File: config.mk
export PLATFORM = sky130hd
export DESIGN_NAME = mcp3202_spi_responder
export DESIGN_NICKNAME = d
export VERILOG_FILES = /design/src/rtl/mcp3202_pkg.sv /design/src/rtl/mcp3202_spi_responder_sync_edge_det.sv /design/src/rtl/mcp3202_spi_responder.sv
export SDC_FILE = /design/constraint.sdc
export NUM_CORES = 1
export LEC_CHECK = 0
export ABC_CLOCK_PERIOD_IN_PS = 4900
export BUFFER_PORTS_ARGS = -buffer_cell sky130_fd_sc_hd__buf_4
export CAP_MARGIN = 15
export CORE_MARGIN = 2
export CORE_UTILIZATION = 43
export CTS_CLUSTER_SIZE = 8
export DETAILED_ROUTE_END_ITERATION = 6
export PLACE_DENSITY = 0.63
export SYNTH_ARGS = -nofsm -noshare
export SYNTH_HDL_FRONTEND = slang
export SYNTH_SLANG_ARGS = --single-unit
File: constraint.sdc
create_clock -name clk_i -period 4.9 [get_ports clk_i]
set_input_delay 0.735 -clock clk_i [delete_from_list [all_inputs] [get_ports clk_i]]
set_output_delay 0.735 -clock clk_i [all_outputs]
set_load 0.01 [all_outputs]
File: src/rtl/mcp3202_pkg.sv
// Shared types and constants for the MCP3202 device-side SPI emulation.
// Holds the responder state encoding, result width, command bit order and the channel mux rule.
package mcp3202_pkg;

   localparam int ADC_BITS = 12;

   localparam int CMD_START = 0;
   localparam int CMD_SGL   = 1;
   localparam int CMD_ODD   = 2;
   localparam int CMD_MSBF  = 3;

   typedef enum logic [2:0] {
      ST_IDLE,
      ST_WAIT_START,
      ST_CMD,
      ST_NULL,
      ST_MSB_OUT,
      ST_LSB_OUT,
      ST_TAIL
   } state_e;

   // Differential modes subtract at 13 bits so a negative difference can be detected and clamped to zero.
   function automatic logic [ADC_BITS-1:0] chan_mux(
      input logic                sgl,
      input logic                odd,
      input logic [ADC_BITS-1:0] ch0,
      input logic [ADC_BITS-1:0] ch1
   );
      logic [ADC_BITS:0]   diff;
      logic [ADC_BITS-1:0] result;
      diff = '0;
      if (sgl) begin
         result = odd ? ch1 : ch0;
      end else begin
         diff   = odd ? ({1'b0, ch1} - {1'b0, ch0}) : ({1'b0, ch0} - {1'b0, ch1});
         result = diff[ADC_BITS] ? '0 : diff[ADC_BITS-1:0];
      end
      return result;
   endfunction

endpackage

File: src/rtl/mcp3202_spi_responder_sync_edge_det.sv
// Multi-flop synchronizer for an asynchronous input with a chosen reset level.
// Rise/fall pulses come from comparing the synchronized level against its previous sample.
module sync_edge_det #(
   parameter int   STAGES    = 2,
   parameter logic RESET_VAL = 1'b0
) (
   input  logic clk_i,
   input  logic rst_i,
   input  logic async_i,
   output logic level_o,
   output logic rise_o,
   output logic fall_o
);

   logic [STAGES-1:0] sync_q;
   logic              prev_q;

   always_ff @(posedge clk_i) begin
      if (rst_i) begin
         sync_q <= {STAGES{RESET_VAL}};
         prev_q <= RESET_VAL;
      end else begin
         sync_q <= {sync_q[STAGES-2:0], async_i};
         prev_q <= sync_q[STAGES-1];
      end
   end

   assign level_o = sync_q[STAGES-1];
   assign rise_o  = sync_q[STAGES-1] & ~prev_q;
   assign fall_o  = ~sync_q[STAGES-1] & prev_q;

endmodule

File: src/rtl/mcp3202_spi_responder.sv
// Device side of the MCP3202 serial protocol: decodes start/SGL/ODD/MSBF and shifts a 12-bit
// result (null bit, MSB-first, optional LSB-first repeat) on MISO, all in the clk domain.
module mcp3202_spi_responder
   import mcp3202_pkg::*;
#(
   parameter int SYNC_STAGES = 2
) (
   input  logic                clk_i,
   input  logic                rst_i,
   input  logic                sck_i,
   input  logic                cs_n_i,
   input  logic                mosi_i,
   input  logic [ADC_BITS-1:0] ch0_data_i,
   input  logic [ADC_BITS-1:0] ch1_data_i,
   output logic                miso_o,
   output logic                miso_oe_o,
   output logic                cmd_valid_o,
   output logic                cmd_sgl_o,
   output logic                cmd_odd_o,
   output logic                cmd_msbf_o,
   output logic [ADC_BITS-1:0] sample_o,
   output logic                xfer_done_o,
   output logic                abort_o
);

   logic sckLvl, sckRise, sckFall;
   logic csLvl, csRise, csFall;
   logic mosiLvl, mosiRise, mosiFall;
   logic unusedSyncOutputs;

   sync_edge_det #(.STAGES(SYNC_STAGES), .RESET_VAL(1'b1)) uSyncSck (
      .clk_i   (clk_i),
      .rst_i   (rst_i),
      .async_i (sck_i),
      .level_o (sckLvl),
      .rise_o  (sckRise),
      .fall_o  (sckFall)
   );

   sync_edge_det #(.STAGES(SYNC_STAGES), .RESET_VAL(1'b1)) uSyncCs (
      .clk_i   (clk_i),
      .rst_i   (rst_i),
      .async_i (cs_n_i),
      .level_o (csLvl),
      .rise_o  (csRise),
      .fall_o  (csFall)
   );

   sync_edge_det #(.STAGES(SYNC_STAGES), .RESET_VAL(1'b0)) uSyncMosi (
      .clk_i   (clk_i),
      .rst_i   (rst_i),
      .async_i (mosi_i),
      .level_o (mosiLvl),
      .rise_o  (mosiRise),
      .fall_o  (mosiFall)
   );

   assign unusedSyncOutputs = ^{sckLvl, csLvl, mosiRise, mosiFall};

   state_e              state_q;
   logic [1:0]          cmdIdx_q;
   logic [3:0]          bitIdx_q;
   logic                sgl_q, odd_q, msbf_q;
   logic [ADC_BITS-1:0] sample_q, sample_d;
   logic                bit_q, miso_q, oe_q;
   logic                cmdValid_q, xferDone_q, abort_q;
   logic                b0Done_q;

   // SGL and ODD are already registered when the MSBF rise arrives, so the mux can use them directly.
   assign sample_d = chan_mux(sgl_q, odd_q, ch0_data_i, ch1_data_i);

   // bit_q is the FSM's choice of MISO level; miso_q adds one output stage and is forced low on release.
   always_ff @(posedge clk_i) begin
      if (rst_i) begin
         state_q    <= ST_IDLE;
         cmdIdx_q   <= '0;
         bitIdx_q   <= '0;
         sgl_q      <= 1'b0;
         odd_q      <= 1'b0;
         msbf_q     <= 1'b0;
         sample_q   <= '0;
         bit_q      <= 1'b0;
         miso_q     <= 1'b0;
         oe_q       <= 1'b0;
         cmdValid_q <= 1'b0;
         xferDone_q <= 1'b0;
         abort_q    <= 1'b0;
         b0Done_q   <= 1'b0;
      end else begin
         cmdValid_q <= 1'b0;
         xferDone_q <= 1'b0;
         abort_q    <= 1'b0;
         miso_q     <= csRise ? 1'b0 : bit_q;
         if (csRise && (state_q != ST_IDLE)) begin
            state_q    <= ST_IDLE;
            oe_q       <= 1'b0;
            bit_q      <= 1'b0;
            xferDone_q <= b0Done_q;
            abort_q    <= ~b0Done_q;
            b0Done_q   <= 1'b0;
         end else begin
            case (state_q)
               ST_IDLE: begin
                  oe_q  <= 1'b0;
                  bit_q <= 1'b0;
                  if (csFall) begin
                     state_q  <= ST_WAIT_START;
                     b0Done_q <= 1'b0;
                  end
               end
               ST_WAIT_START: begin
                  if (sckRise && mosiLvl) begin
                     state_q  <= ST_CMD;
                     cmdIdx_q <= 2'(CMD_SGL);
                  end
               end
               ST_CMD: begin
                  if (sckRise) begin
                     if (cmdIdx_q == 2'(CMD_MSBF)) begin
                        msbf_q     <= mosiLvl;
                        sample_q   <= sample_d;
                        cmdValid_q <= 1'b1;
                        state_q    <= ST_NULL;
                     end else begin
                        if (cmdIdx_q == 2'(CMD_SGL)) begin
                           sgl_q <= mosiLvl;
                        end else begin
                           odd_q <= mosiLvl;
                        end
                        cmdIdx_q <= cmdIdx_q + 2'd1;
                     end
                  end
               end
               ST_NULL: begin
                  if (sckFall) begin
                     oe_q     <= 1'b1;
                     bit_q    <= 1'b0;
                     bitIdx_q <= 4'(ADC_BITS - 1);
                     state_q  <= ST_MSB_OUT;
                  end
               end
               ST_MSB_OUT: begin
                  if (sckFall) begin
                     bit_q <= sample_q[bitIdx_q];
                     if (bitIdx_q == 4'd0) begin
                        b0Done_q <= 1'b1;
                        if (msbf_q) begin
                           state_q <= ST_TAIL;
                        end else begin
                           bitIdx_q <= 4'd1;
                           state_q  <= ST_LSB_OUT;
                        end
                     end else begin
                        bitIdx_q <= bitIdx_q - 4'd1;
                     end
                  end
               end
               ST_LSB_OUT: begin
                  if (sckFall) begin
                     bit_q <= sample_q[bitIdx_q];
                     if (bitIdx_q == 4'(ADC_BITS - 1)) begin
                        state_q <= ST_TAIL;
                     end else begin
                        bitIdx_q <= bitIdx_q + 4'd1;
                     end
                  end
               end
               ST_TAIL: begin
                  if (sckFall) begin
                     bit_q <= 1'b0;
                  end
               end
               default: begin
                  state_q <= ST_IDLE;
               end
            endcase
         end
      end
   end

   assign miso_o      = miso_q;
   assign miso_oe_o   = oe_q;
   assign cmd_valid_o = cmdValid_q;
   assign cmd_sgl_o   = sgl_q;
   assign cmd_odd_o   = odd_q;
   assign cmd_msbf_o  = msbf_q;
   assign sample_o    = sample_q;
   assign xfer_done_o = xferDone_q;
   assign abort_o     = abort_q;

endmodule

==> results of run 1 <==
-- per-stage QoR --
| step | area, um2 | instances |
|---|---|---|
| floorplan | 3270 | 418 |
| global placement | 3630 | 543 |
| detailed placement | 3630 | 543 |
| CTS | 3770 | 551 |
| global route | 3770 | 551 |
| finish | 3770 | 551 |
-- registers in the layout (all words and copies together) (netlist names) --
register,count
abort_o,1
b0Done_q,1
bitIdx_q,4
bit_q,1
cmdIdx_q,2
cmd_msbf_o,1
cmd_odd_o,1
cmd_sgl_o,1
cmd_valid_o,1
miso_o,1
miso_oe_o,1
sample_o,12
state_q,3
uSyncCs.prev_q,1
uSyncCs.sync_q,2
uSyncMosi.sync_q,2
uSyncSck.prev_q,1
uSyncSck.sync_q,2
xfer_done_o,1
-- layout make-up --
class,count,area (um2)
clock buffer,6,72.6
multi-input combinational,321,2230
tap,99,124
inverter,35,131
sequential,39,781
fill,761,3520
timing repair buffer,49,368
clock inverter,2,60.1
-- kinds of logic after synthesis --
kind of cell,after synthesis,synth area share
AO/OA/AOI/OAI,122,0.255
multiplexers,10,0.0429
flip-flops,39,0.239
AND/OR/NAND/NOR,148,0.235
XOR/XNOR,10,0.0268
adder cells (fa/ha/maj),31,0.123
buffers and inverters,58,0.0778
-- metal layers --
layer / vias to the layer above / track usage
met4: 0 / 0.0619
met2: 73 / 0.319
met3: 9 / 0.0241
met1: 1363 / 0.245
li1: 1516 / -
met5: - / 0
-- cell usage in the layout (no fill, tap or decap), types with 4 or more instances in the layout --
cell type | synthesis | final
clkbuf_8 | 0 | 5
a21oi_1 | 47 | 47
nor2b_1 | 9 | 9
dfxtp_1 | 39 | 39
a211oi_1 | 4 | 4
o21ai_1 | 5 | 5
or2_2 | 6 | 6
nand2b_1 | 7 | 7
mux2i_1 | 5 | 5
xnor2_1 | 6 | 6
nor2_1 | 36 | 36
nand3_1 | 8 | 8
o21ai_0 | 28 | 28
buf_4 | 3 | 49
nor3_1 | 8 | 8
ha_1 | 29 | 29
a221oi_2 | 9 | 9
o21bai_1 | 4 | 4
xor2_1 | 4 | 4
nor3_2 | 9 | 9
nand2_1 | 44 | 44
inv_1 | 35 | 35
-- synth_stat cells (2+ instances only) --
cell	n
a221oi_2	9
nand3_1	8
or3_1	3
nand4_1	2
buf_4	3
fa_1	2
nor2_1	36
nand3b_1	3
a21oi_1	47
buf_2	8
nor3_1	8
a221oi_1	2
nor3_2	9
a211oi_1	4
o21bai_1	4
xnor2_1	6
a2111oi_0	3
dfxtp_1	39
and3_1	3
o21ai_2	2
xor2_1	4
mux4_2	3
nor3b_1	2
o211ai_1	2
o21ai_1	5
nand2b_1	7
inv_1	35
o31ai_4	2
ha_1	29
nand2_1	44
o31ai_1	2
buf_6	2
or2_2	6
o22ai_1	3
mux2i_1	5
nor2b_1	9
clkbuf_1	9
o21ai_0	28
a21o_1	3
-- power by group --
part	leakage (uW)	switching, uW	internal [uW]
clock	0.0000654	109	203
combinational	0.00123	130	96.4
sequential	0.000316	20.7	326
-- worst max path at each step --
stage               cells past startpoint           to           from  slack [ns]
finish                                 12  sample_o[8]  ch1_data_i[0]        2.22
global route                           12  sample_o[1]  ch1_data_i[0]        2.08
CTS                                    12  sample_o[8]  ch1_data_i[0]        2.22
detailed placement                     12  sample_o[0]  ch1_data_i[0]        1.91
global placement                       11  sample_o[0]  ch0_data_i[0]        1.99
floorplan                              11  sample_o[0]  ch0_data_i[0]        2.27
-- critical path, cell delays in order --
cell	delay, ns
buf_4	0.12
inv_1	0.05
ha_1	0.19
inv_1	0.07
fa_1	0.40
a211oi_2	0.27
o21ai_2	0.12
o31ai_4	0.09
o31ai_4	0.10
o2bb2ai_2	0.26
a221oi_2	0.37
nor3_2	0.07
==> metrics.txt, run 1 <==
# TYPE chip_impl_metric gauge
chip_impl_metric{name="critical_path_peak_fanout",unit=""} 11
chip_impl_metric{name="worstMarginPinSlew",unit="ns"} 0.912
chip_impl_metric{name="drt_pass1_iterations",unit=""} 4
chip_impl_metric{name="cellPowerDensity",unit="nW/um2"} 235
chip_impl_metric{name="netlist.area_leader.share",unit=""} 0.239
chip_impl_metric{name="cts_hold_repair.buffers",unit=""} 0
chip_impl_metric{name="number_of_flops_mapped_to_enable_cells_by_yosys",unit=""} 0
chip_impl_metric{name="routed_length_on_met2",unit="um"} 3790
chip_impl_info{name="setup.worst_path.end_class",value="flop"} 1
chip_impl_metric{name="ff2ff_setup_slack",unit="ns"} 2.28
chip_impl_metric{name="first_iter_violations",unit=""} 109
chip_impl_metric{name="drc_errors",unit=""} 0
chip_impl_metric{name="clock_slew_at_reported_path_ffs",unit="ns"} 0.07
chip_impl_metric{name="synthCells",unit=""} 418
chip_impl_info{name="synthFlopType",value="dfxtp_1"} 1
chip_impl_metric{name="viasPerCell",unit=""} 5.37
chip_impl_metric{name="timing.final.max_slew_violations",unit=""} 0
chip_impl_info{name="tritoncts",value="yes"} 1
chip_impl_info{name="post_synth_main_area_contributors",value="dfxtp_1 24%, ha_1 11%, a21oi_1 7.2%"} 1
chip_impl_metric{name="post_drt_wl_per_cell",unit="um"} 14.0
chip_impl_info{name="topRoutingLayerUsed",value="met4"} 1
chip_impl_info{name="critical_path_class",value="input pin to flop"} 1
chip_impl_metric{name="worst_ep_arrival_time",unit="ns"} 2.85
chip_impl_metric{name="tritoncts.num_buffers",unit=""} 5
chip_impl_metric{name="synth_async_sr_flop_share",unit=""} 0
chip_impl_metric{name="cts.repair_timing.setup_buffer_count",unit=""} 0
chip_impl_metric{name="rr_worst_depth",unit=""} 6
chip_impl_metric{name="die_w",unit="um"} 91.1
chip_impl_metric{name="number_of_storage_elements_in_the_synthesis_netlist",unit=""} 39
chip_impl_metric{name="postRouteAntennaNets",unit=""} 0
chip_impl_metric{name="seq_area_frac_synth",unit=""} 0.239
chip_impl_metric{name="flow.area_growth_from_synthesis",unit="%"} 15.4
chip_impl_info{name="worstHoldPathType",value="flop to flop"} 1
chip_impl_metric{name="grt_start_max_net_pins",unit=""} 35
chip_impl_metric{name="grt_first_pass_wirelength",unit="um"} 12900
chip_impl_metric{name="synthesized_netlist_net_count",unit=""} 478
chip_impl_metric{name="clock_tree.buffer_depth",unit=""} 2
chip_impl_metric{name="setup_ws",unit="ns"} 2.22
chip_impl_metric{name="post-dp-hpwl",unit="um"} 5960
chip_impl_metric{name="finalClockSkew",unit="ns"} 0.00681
chip_impl_metric{name="grt_remaining_overflow",unit=""} 0
chip_impl_info{name="holdCritStartpoint",value="uSyncSck.sync_q[0]"} 1
chip_impl_metric{name="max_slew_margin",unit=""} 0.391
chip_impl_metric{name="routabilityCongestion",unit=""} 0.915
chip_impl_metric{name="routedLengthMet1",unit="um"} 3490
chip_impl_metric{name="synth.yosys.warnings",unit=""} 0
chip_impl_metric{name="via_count_of_the_first_global_routing_pass",unit=""} 2776
chip_impl_metric{name="grt.total_usage",unit=""} 0.188
chip_impl_metric{name="required_time_of_the_critical_path",unit="ns"} 5.06
chip_impl_metric{name="postRouteWirelength",unit="um"} 7700
chip_impl_metric{name="layout.nets",unit=""} 511
chip_impl_metric{name="count_of_max_cap_constraint_violations",unit=""} 0
chip_impl_metric{name="report.power.total",unit="uW"} 886
chip_impl_info{name="r2r-start",value="state_q[0]"} 1
chip_impl_metric{name="synthesis.area_per_instance",unit="um2"} 7.81
chip_impl_metric{name="period_needed",unit="ns"} 2.68
chip_impl_metric{name="final_core_util",unit=""} 0.517
chip_impl_metric{name="hold_depth",unit=""} 1
chip_impl_metric{name="worst_skew_pair.late_latency",unit="ns"} 0.29
chip_impl_metric{name="grt_antenna_before_repair",unit=""} 0
chip_impl_metric{name="fin_tns_setup",unit="ns"} 0
chip_impl_metric{name="post_cts.resized_instances",unit=""} 0
chip_impl_metric{name="preCtsSetupSlack",unit="ns"} 1.91
chip_impl_metric{name="cts_max_level",unit=""} 2
chip_impl_info{name="whs_endpoint",value="uSyncSck.sync_q[1]"} 1
chip_impl_info{name="critPathLaunchType",value="input pin"} 1
chip_impl_metric{name="tritoncts_num_sinks",unit=""} 39
chip_impl_metric{name="antenna_cells",unit=""} 0
chip_impl_info{name="crit-reg2reg-capture",value="sample_o[9]"} 1
chip_impl_metric{name="fin_hold_ws",unit="ns"} 0.413
chip_impl_metric{name="hold_violations",unit=""} 0
chip_impl_metric{name="full_die_area",unit="um2"} 8310
chip_impl_metric{name="io_buffers",unit=""} 48
chip_impl_metric{name="core_region_area",unit="um2"} 7290
chip_impl_metric{name="met3RoutedLength",unit="um"} 301
chip_impl_metric{name="drive_above_1_share",unit=""} 0.210
chip_impl_metric{name="floorplan.io_pins",unit=""} 49
chip_impl_metric{name="synth.lib_cells_used.distinct",unit=""} 56
chip_impl_info{name="root_buffer",value="clkbuf_8"} 1
chip_impl_metric{name="fmax",unit="GHz"} 0.373
chip_impl_info{name="rsz0062_at_grt",value="false"} 1
chip_impl_info{name="status",value="finished, final reports clean"} 1
chip_impl_metric{name="worst_ir_drop_vdd",unit="mV"} 0.152
chip_impl_metric{name="initial_utilization",unit=""} 0.448
chip_impl_metric{name="netlist_area",unit="um2"} 3270
chip_impl_metric{name="final-setup-viol-count",unit=""} 0
chip_impl_metric{name="leakagePower",unit="uW"} 0.00161
chip_impl_metric{name="final_min_period_over_clock_period",unit=""} 0.548
chip_impl_metric{name="vias",unit=""} 2961
chip_impl_metric{name="floorplan.rows",unit=""} 31
chip_impl_metric{name="fp.dieH",unit="um"} 91.1
chip_impl_info{name="synth_top_area_cell",value="dfxtp_1"} 1
(Power assumes the default switching activity.)
==> run 2, diff against run 1 <==
- ABC_CLOCK_PERIOD_IN_PS: 4900 -> 2650
- clock period: 4.9 -> 2.65 ns (I/O delays scaled with it)
==> run 2 against run 1 <==
Clock skew fell by 0.0023 ns. Hold slack got worse by 0.12 ns. Power rose by 64%. Routed wire length fell by 2.1%. Clock-buffer cell count did not move. Setup slack got worse by 1.9 ns. Non-clock buffer count rose by 4. First-iteration DRC count rose by 15%. Sequential share of layout area rose by 0.097 points. Via count rose by 1.1%. Largest cell class unchanged. Highest routed layer unchanged.
==> metrics.txt, run 2 (synthesis gave the netlist of run 1 again) <==
# TYPE chip_impl_metric gauge
chip_impl_info{name="status",value="finished, final reports clean"} 1
chip_impl_metric{name="flow.area_growth_from_synthesis",unit="%"} 14.8
chip_impl_metric{name="cts.repair_timing.setup_buffer_count",unit=""} 0
chip_impl_metric{name="die_w",unit="um"} 91.1
chip_impl_info{name="tritoncts",value="yes"} 1
chip_impl_metric{name="final-setup-viol-count",unit=""} 0
chip_impl_metric{name="max_slew_margin",unit=""} 0.547
chip_impl_metric{name="finalClockSkew",unit="ns"} 0.00448
chip_impl_metric{name="post_cts.resized_instances",unit=""} 0
chip_impl_metric{name="tritoncts_num_sinks",unit=""} 39
chip_impl_info{name="rsz0062_at_grt",value="false"} 1
chip_impl_metric{name="fill_cells",unit=""} 752
chip_impl_metric{name="layout.nets",unit=""} 515
chip_impl_metric{name="fmax",unit="GHz"} 0.434
chip_impl_metric{name="critical_path_buf_inv_count",unit=""} 3
chip_impl_metric{name="tritoncts.num_buffers",unit=""} 5
chip_impl_metric{name="routabilityCongestion",unit=""} 0.903
chip_impl_metric{name="cellPowerDensity",unit="nW/um2"} 387
chip_impl_info{name="final_common_cell",value="buf_4"} 1
chip_impl_metric{name="drc_errors",unit=""} 0
chip_impl_metric{name="required_time_of_the_critical_path",unit="ns"} 2.82
chip_impl_info{name="worstHoldPathType",value="input pin to flop"} 1
chip_impl_metric{name="final_min_period_over_clock_period",unit=""} 0.869
chip_impl_metric{name="grt_first_pass_wirelength",unit="um"} 13000
chip_impl_metric{name="flip_flop_count_of_the_largest_register_all_copies_and_words_added",unit=""} 12
chip_impl_metric{name="postRouteWirelength",unit="um"} 7540
chip_impl_info{name="critPathLaunchType",value="input pin"} 1
chip_impl_metric{name="timing.final.max_slew_violations",unit=""} 0
chip_impl_metric{name="dp.cells",unit=""} 547
chip_impl_metric{name="period_needed",unit="ns"} 2.30
chip_impl_info{name="critical_path_class",value="input pin to flop"} 1
chip_impl_metric{name="viasPerCell",unit=""} 5.39
chip_impl_metric{name="clock_tree.buffer_depth",unit=""} 2
chip_impl_metric{name="full_die_area",unit="um2"} 8310
chip_impl_metric{name="leakagePower",unit="uW"} 0.00161
chip_impl_metric{name="grt_antenna_before_repair",unit=""} 0
chip_impl_info{name="setup.worst_path.end_class",value="flop"} 1
chip_impl_metric{name="grt.total_usage",unit=""} 0.185
chip_impl_metric{name="grt_start_max_net_pins",unit=""} 35
chip_impl_metric{name="post_drt_wl_per_cell",unit="um"} 13.6
chip_impl_metric{name="post-dp-hpwl",unit="um"} 5910
chip_impl_metric{name="drt_pass1_iterations",unit=""} 4
chip_impl_metric{name="critical_path_peak_fanout",unit=""} 11
chip_impl_metric{name="initial_utilization",unit=""} 0.448
chip_impl_info{name="timing.critical_path.cells",value="buf_4 > inv_1 > ha_1 > inv_1 > fa_1 > a211oi_2 > o21ai_2 > o31ai_4 > o31ai_4 > o2bb2ai_2 > a221oi_2 > nor3_2"} 1
chip_impl_metric{name="stdcell_count",unit=""} 555
chip_impl_metric{name="fp.dieH",unit="um"} 91.1
chip_impl_metric{name="cts_hold_repair.buffers",unit=""} 0
chip_impl_metric{name="antenna_cells",unit=""} 0
chip_impl_metric{name="timing.critical_path.slowest_cell_delay",unit="ns"} 0.39
chip_impl_metric{name="cts_max_level",unit=""} 2
chip_impl_info{name="crit_slowest_cell",value="fa_1"} 1
chip_impl_info{name="root_buffer",value="clkbuf_8"} 1
chip_impl_metric{name="grt_remaining_overflow",unit=""} 0
chip_impl_metric{name="clock_slew_at_reported_path_ffs",unit="ns"} 0.07
chip_impl_metric{name="count_of_max_cap_constraint_violations",unit=""} 0
chip_impl_metric{name="floorplan.io_pins",unit=""} 49
chip_impl_metric{name="worstMarginPinSlew",unit="ns"} 0.678
chip_impl_info{name="critical-path-top-delay-family",value="compound AO/OA/AOI/OAI gates"} 1
chip_impl_metric{name="core_region_area",unit="um2"} 7290
chip_impl_metric{name="worst_ep_arrival_time",unit="ns"} 2.47
chip_impl_metric{name="floorplan.rows",unit=""} 31
chip_impl_metric{name="vias",unit=""} 2993
chip_impl_metric{name="io_buffers",unit=""} 48
chip_impl_metric{name="drive_above_1_share",unit=""} 0.217
chip_impl_metric{name="via_count_of_the_first_global_routing_pass",unit=""} 2851
chip_impl_metric{name="hold_violations",unit=""} 0
chip_impl_metric{name="fin_tns_setup",unit="ns"} 0
chip_impl_metric{name="postRouteAntennaNets",unit=""} 0
chip_impl_metric{name="first_iter_violations",unit=""} 125
chip_impl_metric{name="worst_ir_drop_vdd",unit="mV"} 0.197
chip_impl_metric{name="worst_skew_pair.late_latency",unit="ns"} 0.29
chip_impl_info{name="final_cell_mix",value="53 x buf_4, 47 x a21oi_1, 44 x nand2_1, 39 x dfxtp_1, 36 x nor2_1"} 1
-- run 2: worst paths after layout --
| check | start | to | slack [ns] | cells past startpoint |
|---|---|---|---|---|
| worst min-delay path | sck_i | uSyncSck.sync_q[0] | 0.29 | 2 |
| worst max register to register | state_q[0] | sample_o[3] | 0.52 | 6 |
| worst max-delay path | ch1_data_i[0] | sample_o[0] | 0.35 | 12 |
| worst min register to register | uSyncSck.sync_q[0] | uSyncSck.sync_q[1] | 0.41 | 1 |
-- run 2: metal layers --
metal,wire length [um],GRT usage,vias to the layer above
li1,-,-,1528
met1,3540,0.242,1390
met2,3640,0.317,64
met3,251,0.0232,11
met4,108,0.0568,0
met5,0,0,-
-- run 2: final cells by class --
class,count,area [um2],share of cell area
multi-input combinational,321,2230,0.595
sequential,39,781,0.208
timing repair buffer,53,398,0.106
inverter,35,131,0.0350
tap,99,124,0.0330
clock buffer,6,72.6,0.0194
clock inverter,2,12.5,0.00334
-- run 2: report_power, final --
part           leakage [uW]  internal, uW  switching (uW)  total (uW)
registers          0.000316           602            38.8         641
clock network     0.0000412           184             209         392
logic               0.00125           178             241         418
total               0.00161           964             488        1450
-- run 2: per-stage QoR --
stage               hold slack, ns  power, uW  setup slack [ns]   util  instance area [um2]
global placement             0.391       1060            0.0855  0.503                 3660
CTS                          0.282       1460             0.355  0.514                 3750
floorplan                    0.389        967             0.357      -                 3270
detailed placement           0.394       1070            0.0571  0.503                 3660
global route                 0.281       1540             0.196  0.514                 3750
finish                       0.290       1450             0.348  0.514                 3750
